**src/rtl/serial_adder_if.sv**
```systemverilog
// -----------------------------------------------------------------------------
// serial_adder_if
//
// Purpose: start/done handshake and operand/result bundle for serial_adder.
//
// Signals:
//   start  master->slave  request pulse, sampled while busy=0
//   a, b   master->slave  WIDTH-bit operands, captured on accepted start
//   cin    master->slave  carry-in, captured on accepted start
//   busy   slave->master  addition in progress
//   done   slave->master  one-cycle pulse, sum/cout valid
//   sum    slave->master  WIDTH-bit result, held until next result
//   cout   slave->master  carry-out of bit WIDTH-1, held with sum
//   ovf    slave->master  signed overflow (only with SERIAL_ADDER_OVF_EN)
//
// Build option: define SERIAL_ADDER_OVF_EN to add the ovf signal.
// -----------------------------------------------------------------------------
interface serial_adder_if #(
    parameter int WIDTH = 8
);
    logic             start;
    logic [WIDTH-1:0] a;
    logic [WIDTH-1:0] b;
    logic             cin;
    logic             busy;
    logic             done;
    logic [WIDTH-1:0] sum;
    logic             cout;
`ifdef SERIAL_ADDER_OVF_EN
    logic             ovf;

    modport master (output start, a, b, cin, input busy, done, sum, cout, ovf);
    modport slave  (input start, a, b, cin, output busy, done, sum, cout, ovf);
`else
    modport master (output start, a, b, cin, input busy, done, sum, cout);
    modport slave  (input start, a, b, cin, output busy, done, sum, cout);
`endif
endinterface

```
**src/rtl/serial_adder.sv**
```systemverilog
// -----------------------------------------------------------------------------
// serial_adder
//
// Purpose: bit-serial adder. Captures two WIDTH-bit operands and a carry-in on
// an accepted start, then runs one full-adder slice per clock, LSB first, with
// a registered carry. After WIDTH RUN cycles the sum and carry-out are loaded
// into held output registers and done pulses for one cycle.
//
// Ports:
//   clk   rising-edge clock
//   rst   asynchronous, active-high reset
//   bus   serial_adder_if.slave: start/a/b/cin in, busy/done/sum/cout(/ovf) out
//
// Parameters:
//   WIDTH  operand/sum width, 1..32
//
// Build option: define SERIAL_ADDER_OVF_EN to produce the signed-overflow
// output ovf (carry into MSB XOR carry out of MSB).
// -----------------------------------------------------------------------------
module serial_adder #(
    parameter int WIDTH = 8
) (
    input  logic          clk,
    input  logic          rst,
    serial_adder_if.slave bus
);

    localparam int CNT_W = $clog2(WIDTH + 1);

    typedef enum logic [1:0] {
        S_IDLE,
        S_RUN,
        S_DONE
    } state_t;

    state_t           r_state;
    state_t           w_state_next;

    logic [WIDTH-1:0] r_a;
    logic [WIDTH-1:0] r_b;
    logic [WIDTH-1:0] r_sum_sr;
    logic             r_carry;
    logic [CNT_W-1:0] r_cnt;
    logic [WIDTH-1:0] r_sum;
    logic             r_cout;

    logic             w_accept;
    logic             w_last;
    logic             w_s;
    logic             w_c;
    logic [WIDTH-1:0] w_sum_shift;

    // Full-adder slice on the current LSBs and the registered carry.
    assign w_s = r_a[0] ^ r_b[0] ^ r_carry;
    assign w_c = (r_a[0] & r_b[0]) | (r_a[0] & r_carry) | (r_b[0] & r_carry);

    // A new request is taken whenever no addition is in flight, including the
    // DONE cycle, so back-to-back operations lose no cycle.
    assign w_accept = bus.start && (r_state != S_RUN);
    assign w_last   = (r_state == S_RUN) && (r_cnt == CNT_W'(WIDTH - 1));

    // Sum shift register with the new bit entering at the MSB. Written as a
    // shift plus bit overwrite so the same code holds for WIDTH=1.
    always_comb begin
        w_sum_shift            = r_sum_sr >> 1;
        w_sum_shift[WIDTH-1]   = w_s;
    end

    // NOTE: sequential state uses non-blocking assignments so every register
    // samples the pre-edge values regardless of statement order.
    always_ff @(posedge clk or posedge rst) begin
        if (rst) begin
            r_state <= S_IDLE;
        end else begin
            r_state <= w_state_next;
        end
    end

    // NOTE: every variable assigned in this block gets a default first, so no
    // path leaves it unassigned and no latch is inferred.
    always_comb begin
        w_state_next = r_state;
        case (r_state)
            S_IDLE:  if (w_accept) w_state_next = S_RUN;
            S_RUN:   if (w_last)   w_state_next = S_DONE;
            S_DONE:  w_state_next = w_accept ? S_RUN : S_IDLE;
            default: w_state_next = S_IDLE;
        endcase
    end

    // NOTE: all datapath registers are cleared on reset (not just the state),
    // so an aborted operation leaves nothing behind.
    always_ff @(posedge clk or posedge rst) begin
        if (rst) begin
            r_a      <= '0;
            r_b      <= '0;
            r_sum_sr <= '0;
            r_carry  <= 1'b0;
            r_cnt    <= '0;
            r_sum    <= '0;
            r_cout   <= 1'b0;
        end else if (w_accept) begin
            r_a      <= bus.a;
            r_b      <= bus.b;
            r_carry  <= bus.cin;
            r_cnt    <= '0;
        end else if (r_state == S_RUN) begin
            r_a      <= r_a >> 1;
            r_b      <= r_b >> 1;
            r_sum_sr <= w_sum_shift;
            r_carry  <= w_c;
            r_cnt    <= r_cnt + CNT_W'(1);
            // Outputs are loaded only on the final bit, so partial sums never
            // appear on the port.
            if (w_last) begin
                r_sum  <= w_sum_shift;
                r_cout <= w_c;
            end
        end
    end

`ifdef SERIAL_ADDER_OVF_EN
    logic r_ovf;

    // During the last RUN cycle r_carry is the carry into the MSB and w_c is
    // the carry out of it.
    always_ff @(posedge clk or posedge rst) begin
        if (rst) begin
            r_ovf <= 1'b0;
        end else if (w_last) begin
            r_ovf <= r_carry ^ w_c;
        end
    end

    assign bus.ovf = r_ovf;
`endif

    assign bus.busy = (r_state == S_RUN);
    assign bus.done = (r_state == S_DONE);
    assign bus.sum  = r_sum;
    assign bus.cout = r_cout;

endmodule

```
**src/flat_wrapper.sv**
```systemverilog
// flat-port wrapper written by rule: the top's interface ports become plain ports
module serial_adder_flat 
#(
    parameter int WIDTH = 8
)
  (clk, rst, bus_start, bus_a, bus_b, bus_cin, bus_busy, bus_done, bus_sum, bus_cout);
  serial_adder_if #(.WIDTH(WIDTH)) bus_i ();
  input  logic clk;
  input  logic rst;
  input wire logic [$bits(bus_i.start)-1:0] bus_start;
  input wire logic [$bits(bus_i.a)-1:0] bus_a;
  input wire logic [$bits(bus_i.b)-1:0] bus_b;
  input wire logic [$bits(bus_i.cin)-1:0] bus_cin;
  output wire logic [$bits(bus_i.busy)-1:0] bus_busy;
  output wire logic [$bits(bus_i.done)-1:0] bus_done;
  output wire logic [$bits(bus_i.sum)-1:0] bus_sum;
  output wire logic [$bits(bus_i.cout)-1:0] bus_cout;
  assign bus_i.start = bus_start;
  assign bus_i.a = bus_a;
  assign bus_i.b = bus_b;
  assign bus_i.cin = bus_cin;
  assign bus_busy = bus_i.busy;
  assign bus_done = bus_i.done;
  assign bus_sum = bus_i.sum;
  assign bus_cout = bus_i.cout;
  serial_adder #(.WIDTH(WIDTH)) u_core (.clk(clk), .rst(rst), .bus(bus_i));
endmodule
```
**config.mk**
```make
export PLATFORM = sky130hd
export DESIGN_NAME = serial_adder_flat
export DESIGN_NICKNAME = d
export VERILOG_FILES = /design/src/rtl/serial_adder_if.sv /design/src/rtl/serial_adder.sv /design/src/flat_wrapper.sv
export SDC_FILE = /design/constraint.sdc
export NUM_CORES = 1
export LEC_CHECK = 0
export ABC_AREA = 1
export BUFFER_PORTS_ARGS = -buffer_cell sky130_fd_sc_hd__buf_2
export CAP_MARGIN = 20
export CELL_PAD_IN_SITES_DETAIL_PLACEMENT = 1
export CELL_PAD_IN_SITES_GLOBAL_PLACEMENT = 2
export CORE_MARGIN = 3
export CORE_UTILIZATION = 33
export CTS_CLUSTER_SIZE = 30
export DETAILED_ROUTE_END_ITERATION = 10
export PLACE_DENSITY_LB_ADDON = 0.2
export REMOVE_ABC_BUFFERS = 1
export SLEW_MARGIN = 20
export SYNTH_ARGS = -nofsm -noshare
export SYNTH_HDL_FRONTEND = slang
export SYNTH_SLANG_ARGS = --single-unit
```
**constraint.sdc**
```tcl
create_clock -name clk -period 1.78 [get_ports clk]
set_clock_uncertainty 0.15 [all_clocks]
set_input_delay 0.178 -clock clk [delete_from_list [all_inputs] [get_ports clk]]
set_output_delay 0.178 -clock clk [all_outputs]
set_load 0.02 [all_outputs]
```
==> qor.yml, run 1 <==
setup_path:
  worstRegToRegCells: 7
  critical_path.endpoint: "bus_busy"
  cp_slowest_stage_delay_ps: 430
  endpoint_kind: "output pin"
  worstSetupStartpoint: "u_core.r_state[0]"
  timing.critical_path.fanout_max: 7
  regToRegStartpoint: "u_core.r_cnt[0]"
  arrival_ps: 1160
  crit_chain: "inv_2, nor2_4, buf_2"
  crit_path_start_kind: "flop"
  timing_worst_setup_path_type: "flop to output pin"
  r2r_setup_slack_ps: 300
  crit_path_top_delay_cell: "dfrtp_1"
  worst_ep_required_time_ps: 1450
  endpoint_of_the_worst_slack_reg_to_reg_timing_path: "u_core.bus.sum[7]"
timing:
  finalHoldViolations: 0
  worst_pin_slew_ps: 500
  finalMaxSlewViolations: 0
  worst_slew_slack_as_a_fraction_of_its_limit: 0.667
  setup_viol: 0
  min_period_ps: 1490
  rsz0062_at_grt: "false"
  finalSetupTns_ps: 0
  timing.final.crit_share: 0.837
  fmax_ghz: 0.671
power_and_ir_drop:
  power.density_cell_area_mw_per_mm2: 1560
  vdd_ir_drop_max_mv: 0.454
  static-leakage-power_nw: 1.11
cts:
  ctsRootBufferMaster: "clkbuf_8"
  worstSkewPairLatency_ps: 280
  clkSinkCount: 39
  cts.htree.levels: 2
  cts-buffers-inserted: 5
  cts_buffer_depth: 2
  clock_tree_from_tritoncts: "yes"
  postCtsSetupBuffers: 0
  clk_pin_slew_ps: 70
finish:
  finalNetCount: 261
  final_cell_count_no_fill: 305
  number_of_filler_instances_in_the_final_layout: 615
  multi_input_area_um2: 604
  seq_area_um2: 976
  antennaDiodeCount: 0
  area_growth_pct: 25.3
  drive_gt1_frac: 0.223
synth:
  synth.top_cells.by_count: "68 x nand2_1, 39 x dfrtp_1, 31 x nand3_1"
  synth-seq-area-share: 0.569
  yosysTopAreaCell: "dfrtp_1"
  number_of_flops_mapped_to_enable_cells_by_yosys: 0
  post_synthesis_cells: 189
  ys_types: 21
  synth_ff_type: "dfrtp_1"
  mappedNetlistArea_mm2: 0.00172
  async_set_or_reset_flop_fraction_in_the_synthesized_netlist: 1.00
  post-synth-top-count-cell: "nand2_1"
  synth_area_leaders: "dfrtp_1 57%, nand2_1 15%, nand3_1 9.0%"
  ys_warn_count: 0
  synthesis.area_per_instance_um2: 9.08
  yosys_register_bits: 39
  synth_largest_type_area_fraction: 0.569
drt:
  detail_route.wl_per_cell_um: 13.1
  detailroute.via_count: 1409
  detail-route-antenna-nets: 0
  postRouteWirelength_um: 3990
  number_of_search_and_repair_iterations_in_the_first_detailed_routing_pass: 4
  drt_drc_violations_left: 0
  first_iter_violations: 43
  detail_route.vias_per_cell: 4.62
job:
  cap_violations: 0
floorplanning:
  num_io_pins: 31
  die_area_mm2: 0.00610
  start_util: 0.352
  floorplan.die.width_um: 78.1
  chipHeight_um: 78.1
  fp.coreArea_mm2: 0.00488
  row_cnt: 25
min_path:
  hold_path_class: "primary input to flop"
placement:
  total_half_perimeter_wirelength_after_legalization_and_detailed_placement_um: 2760
  numPlacedInstances: 282
  globalplace.congestion: 0.722
  port_buffers: 30
outcome:
  run_status: "complete, no violations"
global_route:
  pin_count_of_the_biggest_net_entering_global_routing: 40
  grt_pass1_wl_um: 7100
  grt_usage: 0.148
  aggregate_global_routing_overflow: 0
  antenna_found_initial: 0
  first_global_vias: 1538
[cells in the final DEF (no fill, tap or decap), types with 2 or more instances in the layout]
cell type      count
nand2_1           68
nand2_2            2
o21ai_0            3
inv_2              2
dlygate4sd3_1     17
o21ai_2            6
inv_1             13
buf_2             30
a21oi_1            2
o21ai_1            5
clkbuf_8           5
nor2_1             3
buf_4              4
nand3_1           31
dfrtp_1           39
[final cells by class]
type                       instances  share of cell area
sequential                        39               0.454
multi-input combinational        126               0.281
timing repair buffer              51               0.163
tap                               67              0.0390
clock buffer                       6              0.0338
inverter                          16              0.0291
[where the power goes]
part	switching, mW	internal [mW]	total (mW)
Clock	0.283	0.261	0.544
Combinational	0.858	0.486	1.34
Sequential	0.219	1.25	1.47
[how the worst min path moves through the flow]
| stage | cells past startpoint | slack (ps) | end | start |
|---|---|---|---|---|
| 3_5_place_dp | 3 | 180 | u_core.r_sum_sr[6] | rst |
| 2_1_floorplan | 2 | 140 | u_core.r_a[7] | bus_a[7] |
| 5_1_grt | 3 | 20 | u_core.r_a[2] | bus_a[2] |
| 6_report | 3 | 30 | u_core.r_a[2] | bus_a[2] |
| 3_3_place_gp | 3 | 170 | u_core.r_sum_sr[6] | rst |
| 4_1_cts | 3 | 20 | u_core.r_a[2] | bus_a[2] |
[flip-flops by register name (all words and copies together), names as in the netlist]
signal	count
u_core.r_carry	1
u_core.r_cnt	4
u_core.r_a	8
u_core.bus.cout	1
u_core.r_b	8
u_core.bus.sum	8
u_core.r_state	2
u_core.r_sum_sr	7
[stage by stage]
step           power (mW)  hold WS, ps  setup slack, ps  utilization  instance area, µm²
2_1_floorplan        2.35          145              316            -                1640
3_3_place_gp         2.76          168              362        0.391                1910
3_5_place_dp         2.84          181              292        0.391                1910
4_1_cts              3.43         15.5              261        0.441                2150
5_1_grt              3.69         22.3              171        0.441                2150
6_report             3.36         26.2              290        0.441                2150
[logic make-up after synthesis]
group,share of synthesized area
adders and majority gates,0.0190
AOI/OAI and AO/OA,0.0635
buffers and inverters,0.0788
DFF,0.569
and+or+nand+nor,0.270
[worst max-delay path: cells and delay by family, from the launching register on]
kind	cells	cell delay [ps]
simple gates	1	180
buf+inv	2	270
flops	1	430
[what timing repair did]
item / in CTS / in global routing
hold buffers: 17 / 0
hold endpoints to repair: 55 / 0
resized for setup: 0 / 0
[metal layers]
metal / vias up / track usage / part of all wire
li1: 695 / - / -
met1: 690 / 0.173 / 0.42
met2: 22 / 0.269 / 0.55
met3: 2 / 0.0390 / 0.031
met4: 0 / 0.0367 / 0.0020
met5: - / 0 / 0
(Power assumes the default switching activity.)
==> run 2, diff against run 1 <==
--- a/config.mk
+++ b/config.mk
@@ -5,13 +5,13 @@
 export SDC_FILE = /design/constraint.sdc
 export NUM_CORES = 1
 export LEC_CHECK = 0
-export ABC_AREA = 1
+export ABC_AREA = 0
 export BUFFER_PORTS_ARGS = -buffer_cell sky130_fd_sc_hd__buf_2
 export CAP_MARGIN = 20
 export CELL_PAD_IN_SITES_DETAIL_PLACEMENT = 1
 export CELL_PAD_IN_SITES_GLOBAL_PLACEMENT = 2
 export CORE_MARGIN = 3
-export CORE_UTILIZATION = 33
+export CORE_UTILIZATION = 35
 export CTS_CLUSTER_SIZE = 30
 export DETAILED_ROUTE_END_ITERATION = 10
 export PLACE_DENSITY_LB_ADDON = 0.2
==> constraint.sdc (replaced) <==
create_clock -name clk -period 1.55 [get_ports clk]
set_clock_uncertainty 0.15 [all_clocks]
set_input_delay 0.155 -clock clk [delete_from_list [all_inputs] [get_ports clk]]
set_output_delay 0.155 -clock clk [all_outputs]
set_load 0.02 [all_outputs]
==> run 2 against run 1 <==
Cell area fell by 2.3%. Sequential share of layout area grew 1.1 points. Die area shrank 7.8%. Via count decreased by 15%. Worst setup slack worse by 290 ps. Hold slack worse by 9.9 ps. Sequential power is 16% higher. Clock power rose by 24%. Register-to-register slack got worse by 300 ps. First-iteration DRC count down 7.0%. Routed wire length fell by 15%. Critical path type is now flop to flop.
==> qor.yml, run 2 <==
outcome:
  run_status: "complete, no violations"
floorplanning:
  die_area_mm2: 0.00562
  num_io_pins: 31
  chipHeight_um: 75.0
  start_util: 0.372
  fp.coreArea_mm2: 0.00447
  row_cnt: 24
  floorplan.die.width_um: 75.0
synth:
  synth-seq-area-share: 0.586
  post-synth-top-count-cell: "nand2_1"
  post_synthesis_cells: 148
  synth.top_cells.by_count: "40 x nand2_1, 39 x dfrtp_1, 19 x o21ai_0"
  yosysTopAreaCell: "dfrtp_1"
  synthesis.area_per_instance_um2: 11.3
  mappedNetlistArea_mm2: 0.00167
  synth_area_leaders: "dfrtp_1 59%, mux2i_1 11%, nand2_1 9.0%"
  number_of_flops_mapped_to_enable_cells_by_yosys: 0
  synth_largest_type_area_fraction: 0.586
  synth_ff_type: "dfrtp_1"
  ys_types: 20
  async_set_or_reset_flop_fraction_in_the_synthesized_netlist: 1.00
  yosys_register_bits: 39
  ys_warn_count: 0
cts:
  cts-buffers-inserted: 5
  clkSinkCount: 39
  cts_buffer_depth: 2
  ctsRootBufferMaster: "clkbuf_8"
  worstSkewPairLatency_ps: 280
  clock_tree_from_tritoncts: "yes"
  cts.htree.levels: 2
  clk_pin_slew_ps: 70
setup_path:
  crit_chain: "ha_2, nand2_2, nor3_4, buf_12, mux2_2"
  worst_ep_required_time_ps: 1570
  crit_path_start_kind: "flop"
  critical_path.n_buffers_inverters: 1
  r2r_setup_slack_ps: 2
  worstRegToRegCells: 5
  regToRegStartpoint: "u_core.r_cnt[0]"
  cp_slowest_stage_delay_ps: 360
  crit_path_top_delay_cell: "dfrtp_1"
  arrival_ps: 1570
  endpoint_of_the_worst_slack_reg_to_reg_timing_path: "u_core.bus.sum[6]"
  timing.critical_path.fanout_max: 9
  timing.critical_path.max_delay_family: "flip-flops"
  timing_worst_setup_path_type: "flop to flop"
  endpoint_kind: "flop"
timing:
  timing.final.crit_share: 0.999
  hold-worst-slack_ps: 16.3
  min_period_ps: 1550
  finalSetupTns_ps: 0
  finalMaxSlewViolations: 0
  worst_pin_slew_ps: 501
  setup_viol: 0
  fmax_ghz: 0.646
  finalHoldViolations: 0
  rsz0062_at_grt: "true"
  worst_slew_slack_as_a_fraction_of_its_limit: 0.666
drt:
  postRouteWirelength_um: 3390
  detail-route-antenna-nets: 0
  detail_route.wl_per_cell_um: 13.8
  number_of_search_and_repair_iterations_in_the_first_detailed_routing_pass: 4
  detailroute.via_count: 1197
  detail_route.vias_per_cell: 4.89
  first_iter_violations: 40
  drt_drc_violations_left: 0
placement:
  port_buffers: 30
  total_half_perimeter_wirelength_after_legalization_and_detailed_placement_um: 2550
  dpl-instance-area_mm2: 0.00196
  numPlacedInstances: 234
  globalplace.congestion: 0.700
global_route:
  grt_pass1_wl_um: 5770
  grt_usage: 0.134
  pin_count_of_the_biggest_net_entering_global_routing: 40
  first_global_vias: 1306
  antenna_found_initial: 0
  aggregate_global_routing_overflow: 0
finish:
  number_of_filler_instances_in_the_final_layout: 490
  most-common-layout-cells: "39 x nand2_1, 39 x dfrtp_1, 30 x buf_2"
  final_cell_count_no_fill: 245
  seq_area_um2: 976
  drive_gt1_frac: 0.332
  finalNetCount: 215
  antennaDiodeCount: 0
  multi_input_area_um2: 663
  design_area_mm2: 0.00210
  area_growth_pct: 26.1
min_path:
  hold_path_depth: 3
  holdPathEnd: "u_core.r_b[0]"
  timing.hold.worst.start: "bus_b[0]"
  hold_path_class: "primary input to flop"
job:
  cap_violations: 0
power_and_ir_drop:
  power.density_cell_area_mw_per_mm2: 1830
  overall_power_consumption_mw: 3.84
  static-leakage-power_nw: 1.08
  vdd_ir_drop_max_mv: 0.659
-- run 2: how the worst max path moves through the flow --
stage / from / end / slack, ps / cells after the start
detailed placement: u_core.r_cnt[0] / u_core.bus.sum[2] / -20 / 5
finish: u_core.r_cnt[0] / u_core.bus.sum[6] / 2 / 5
CTS: u_core.r_cnt[0] / u_core.bus.sum[5] / 4 / 5
floorplan: u_core.r_cnt[0] / u_core.bus.cout / -20 / 4
global placement: u_core.r_cnt[0] / u_core.bus.sum[4] / 30 / 5
global route: u_core.r_cnt[0] / u_core.bus.sum[6] / -60 / 5
-- run 2: cell families (layout without fill, tap and decap cells) --
| family | after synthesis | count (layout) | synth area share |
|---|---|---|---|
| buffers and inverters | 10 | 55 | 0.0255 |
| DFF | 39 | 39 | 0.586 |
| muxes | 28 | 28 | 0.176 |
| and+or+nand+nor | 49 | 49 | 0.130 |
| adders and majority gates | 2 | 2 | 0.0195 |
| AOI/OAI and AO/OA | 20 | 20 | 0.0631 |
-- run 2: timing repair --
action | 4_1_cts | 5_1_grt
setup endpoints to repair | 9 | 10
buffers inserted | 0 | 1
resized for setup | 3 | 3
hold buffers | 3 | 0
hold endpoints to repair | 41 | 0
-- run 2: through the flow --
step | util | setup WS, ps
after floorplan | - | -21.5
after global placement | 0.437 | 30.8
after detailed placement | 0.437 | -24.5
after CTS | 0.466 | 3.87
after global routing | 0.470 | -57.8
final | 0.470 | 1.54
-- run 2: routing by layer --
| metal | vias up | global-route usage | part of all wire |
|---|---|---|---|
| met5 | - | 0 | 0 |
| met4 | 0 | 0.0494 | 0.0085 |
| met3 | 4 | 0.0414 | 0.052 |
| met2 | 27 | 0.230 | 0.51 |
| met1 | 579 | 0.157 | 0.43 |
| li1 | 587 | - | - |
-- run 2: area by class of cell --
type / count / area share
timing repair buffer: 45 / 0.141
clock buffer: 6 / 0.0393
inverter: 3 / 0.00655
clock inverter: 1 / 0.00238
sequential: 39 / 0.465
tap: 52 / 0.0310
multi-input combinational: 99 / 0.316
-- run 2: where the power goes --
part | internal (mW) | total [mW] | switching, mW | leakage [nW]
registers | 1.44 | 1.71 | 0.268 | 0.498
clock network | 0.349 | 0.677 | 0.328 | 0.0470
logic | 0.662 | 1.46 | 0.797 | 0.531
total | 2.45 | 3.84 | 1.39 | 1.08
-- run 2: worst min-delay path: cells and delay by family --
kind	cells	cell delay, ps
compound gates	1	120
buf+inv	1	80
mux	1	50
==> run 3, diff against run 2 <==
--- a/config.mk
+++ b/config.mk
@@ -14,7 +14,7 @@
 export CORE_UTILIZATION = 35
 export CTS_CLUSTER_SIZE = 30
 export DETAILED_ROUTE_END_ITERATION = 10
-export PLACE_DENSITY_LB_ADDON = 0.2
+export PLACE_DENSITY = 0.78
 export REMOVE_ABC_BUFFERS = 1
 export SLEW_MARGIN = 20
 export SYNTH_ARGS = -nofsm -noshare
==> run 3 against run 2 <==
The run now ends with setup timing left. Combinational power up 14%. Die area stayed put. Fmax shrank 2.0%. Sequential share of layout area shrank 0.49 points. Cell area up 1.1%. Final cell count is 0.82% lower. Utilization grew 0.50 points.
==> qor.yml, run 3 (synthesis results as in run 2) <==
outcome:
  run_status: "complete, but fails checks"
  violations_in_the_final_reports: "setup timing"
placement:
  globalplace.congestion: 0.705
  dpl-instance-area_mm2: 0.00195
  total_half_perimeter_wirelength_after_legalization_and_detailed_placement_um: 2710
  port_buffers: 30
timing:
  worst_pin_slew_ps: 499
  finalSetupTns_ps: -135
  finalHoldViolations: 0
  worst_slew_slack_as_a_fraction_of_its_limit: 0.667
  setup_viol: 8
  postLayoutSetupSlackWorst_ps: -29.8
  fmax_ghz: 0.633
  finalMaxSlewViolations: 0
  timing.final.crit_share: 1.02
  rsz0062_at_grt: "true"
  min_period_ps: 1580
  hold-worst-slack_ps: 10.9
finish:
  multi_input_area_um2: 671
  finalNetCount: 214
  drive_gt1_frac: 0.319
  number_of_filler_instances_in_the_final_layout: 503
  most-common-layout-cells: "39 x nand2_1, 39 x dfrtp_1, 29 x buf_2"
  antennaDiodeCount: 0
  area_growth_pct: 27.5
  design_area_mm2: 0.00212
  seq_area_um2: 976
floorplanning:
  floorplan.die.width_um: 75.0
  num_io_pins: 31
  start_util: 0.372
  row_cnt: 24
  chipHeight_um: 75.0
  die_area_mm2: 0.00562
  fp.coreArea_mm2: 0.00447
job:
  cap_violations: 0
global_route:
  aggregate_global_routing_overflow: 0
  grt_pass1_wl_um: 6360
  grt_usage: 0.153
  pin_count_of_the_biggest_net_entering_global_routing: 40
  antenna_found_initial: 0
  first_global_vias: 1326
drt:
  detail_route.wl_per_cell_um: 15.8
  detailroute.via_count: 1238
  detail-route-antenna-nets: 0
  postRouteWirelength_um: 3840
  first_iter_violations: 59
  number_of_search_and_repair_iterations_in_the_first_detailed_routing_pass: 4
  drt_drc_violations_left: 0
  detail_route.vias_per_cell: 5.09
setup_path:
  endpoint_kind: "flop"
  arrival_ps: 1600
  crit_path_top_delay_cell: "dfrtp_1"
  timing.critical_path.fanout_max: 10
  crit_chain: "ha_2, nand2_2, nor3_4, buf_12, mux2_2"
  worst_ep_required_time_ps: 1570
  cp_slowest_stage_delay_ps: 370
  timing_worst_setup_path_type: "flop to flop"
  critical_path.n_buffers_inverters: 1
  crit_path_start_kind: "flop"
  timing.critical_path.max_delay_family: "flip-flops"
power_and_ir_drop:
  net-switching-power_mw: 1.46
  static-leakage-power_nw: 1.09
  vdd_ir_drop_max_mv: 0.593
  p_seq_frac: 0.430
  clock_power_share: 0.156
  power.density_cell_area_mw_per_mm2: 1880
  overall_power_consumption_mw: 4.00
  share_comb_of_total_power: 0.414
  power.share.switching: 0.364
  p_int_mw: 2.55
cts:
  cts.htree.levels: 2
  clkSinkCount: 39
  worstSkewPairLatency_ps: 280
  cts_buffer_depth: 2
  clk_pin_slew_ps: 70
  cts-buffers-inserted: 5
  ctsRootBufferMaster: "clkbuf_8"
  clock_tree_from_tritoncts: "yes"
min_path:
  hold_path_class: "primary input to flop"
-- run 3: power groups by stage --
| stage | clock, mW | sequential [mW] | combinational (mW) |
|---|---|---|---|
| global route | 0.703 | 1.78 | 1.85 |
| floorplan | 0 | 1.79 | 0.769 |
| CTS | 0.650 | 1.72 | 1.67 |
| finish | 0.625 | 1.72 | 1.66 |
| detailed placement | 0 | 1.74 | 1.48 |
| global placement | 0 | 1.70 | 1.38 |
-- run 3: path summary, 6_finish.rpt --
path / start / endpoint / slack, ps / cells past startpoint
max in group asynchronous: rst / u_core.r_sum_sr[6] / 520 / 4
worst min register to register: u_core.r_sum_sr[1] / u_core.r_sum_sr[1] / 340 / 2
worst min-delay path: bus_a[3] / u_core.r_a[3] / 10 / 3
worst max register to register: u_core.r_cnt[1] / u_core.bus.cout / -30 / 5
min in group asynchronous: rst / u_core.r_b[4] / 380 / 4
worst max-delay path: u_core.r_cnt[1] / u_core.bus.cout / -30 / 5
-- run 3: metrics by stage --
stage               utilization  setup slack, ps  std cells
detailed placement        0.437            -66.4        232
floorplan                     -            -21.5        141
global placement          0.437             43.4        232
CTS                       0.473            -19.9        243
global route              0.475            -85.7        243
finish                    0.475            -29.8        243
-- run 3: final cells by class --
class / count / area share
Clock buffer: 6 / 0.0342
Inverter: 3 / 0.00530
Multi-Input combinational cell: 99 / 0.316
Sequential cell: 39 / 0.460
Tap cell: 52 / 0.0306
Timing Repair Buffer: 44 / 0.154
-- run 3: routing by layer --
metal,wire length [µm],GRT usage,part of all wire,up-vias
met1,1490,0.169,0.39,620
li1,-,-,-,582
met4,46,0.0474,0.012,0
met2,2070,0.274,0.54,30
met5,0,0,0,-
met3,226,0.0561,0.059,6
-- run 3: worst reg2reg max path, delay by kind of cell, from the launching register on --
family / cells / cell delay, ps
muxes: 1 / 330
DFF: 1 / 370
buffers and inverters: 1 / 170
and+or+nand+nor: 2 / 250
adders and majority gates: 1 / 200
-- run 3: timing repair --
item	in CTS	in global routing
hold buffers	3	0
gates resized for setup	6	2
setup endpoints to repair	10	10
buffers inserted	1	0
endpoints found under the hold margin	41	0
cloned	1	0
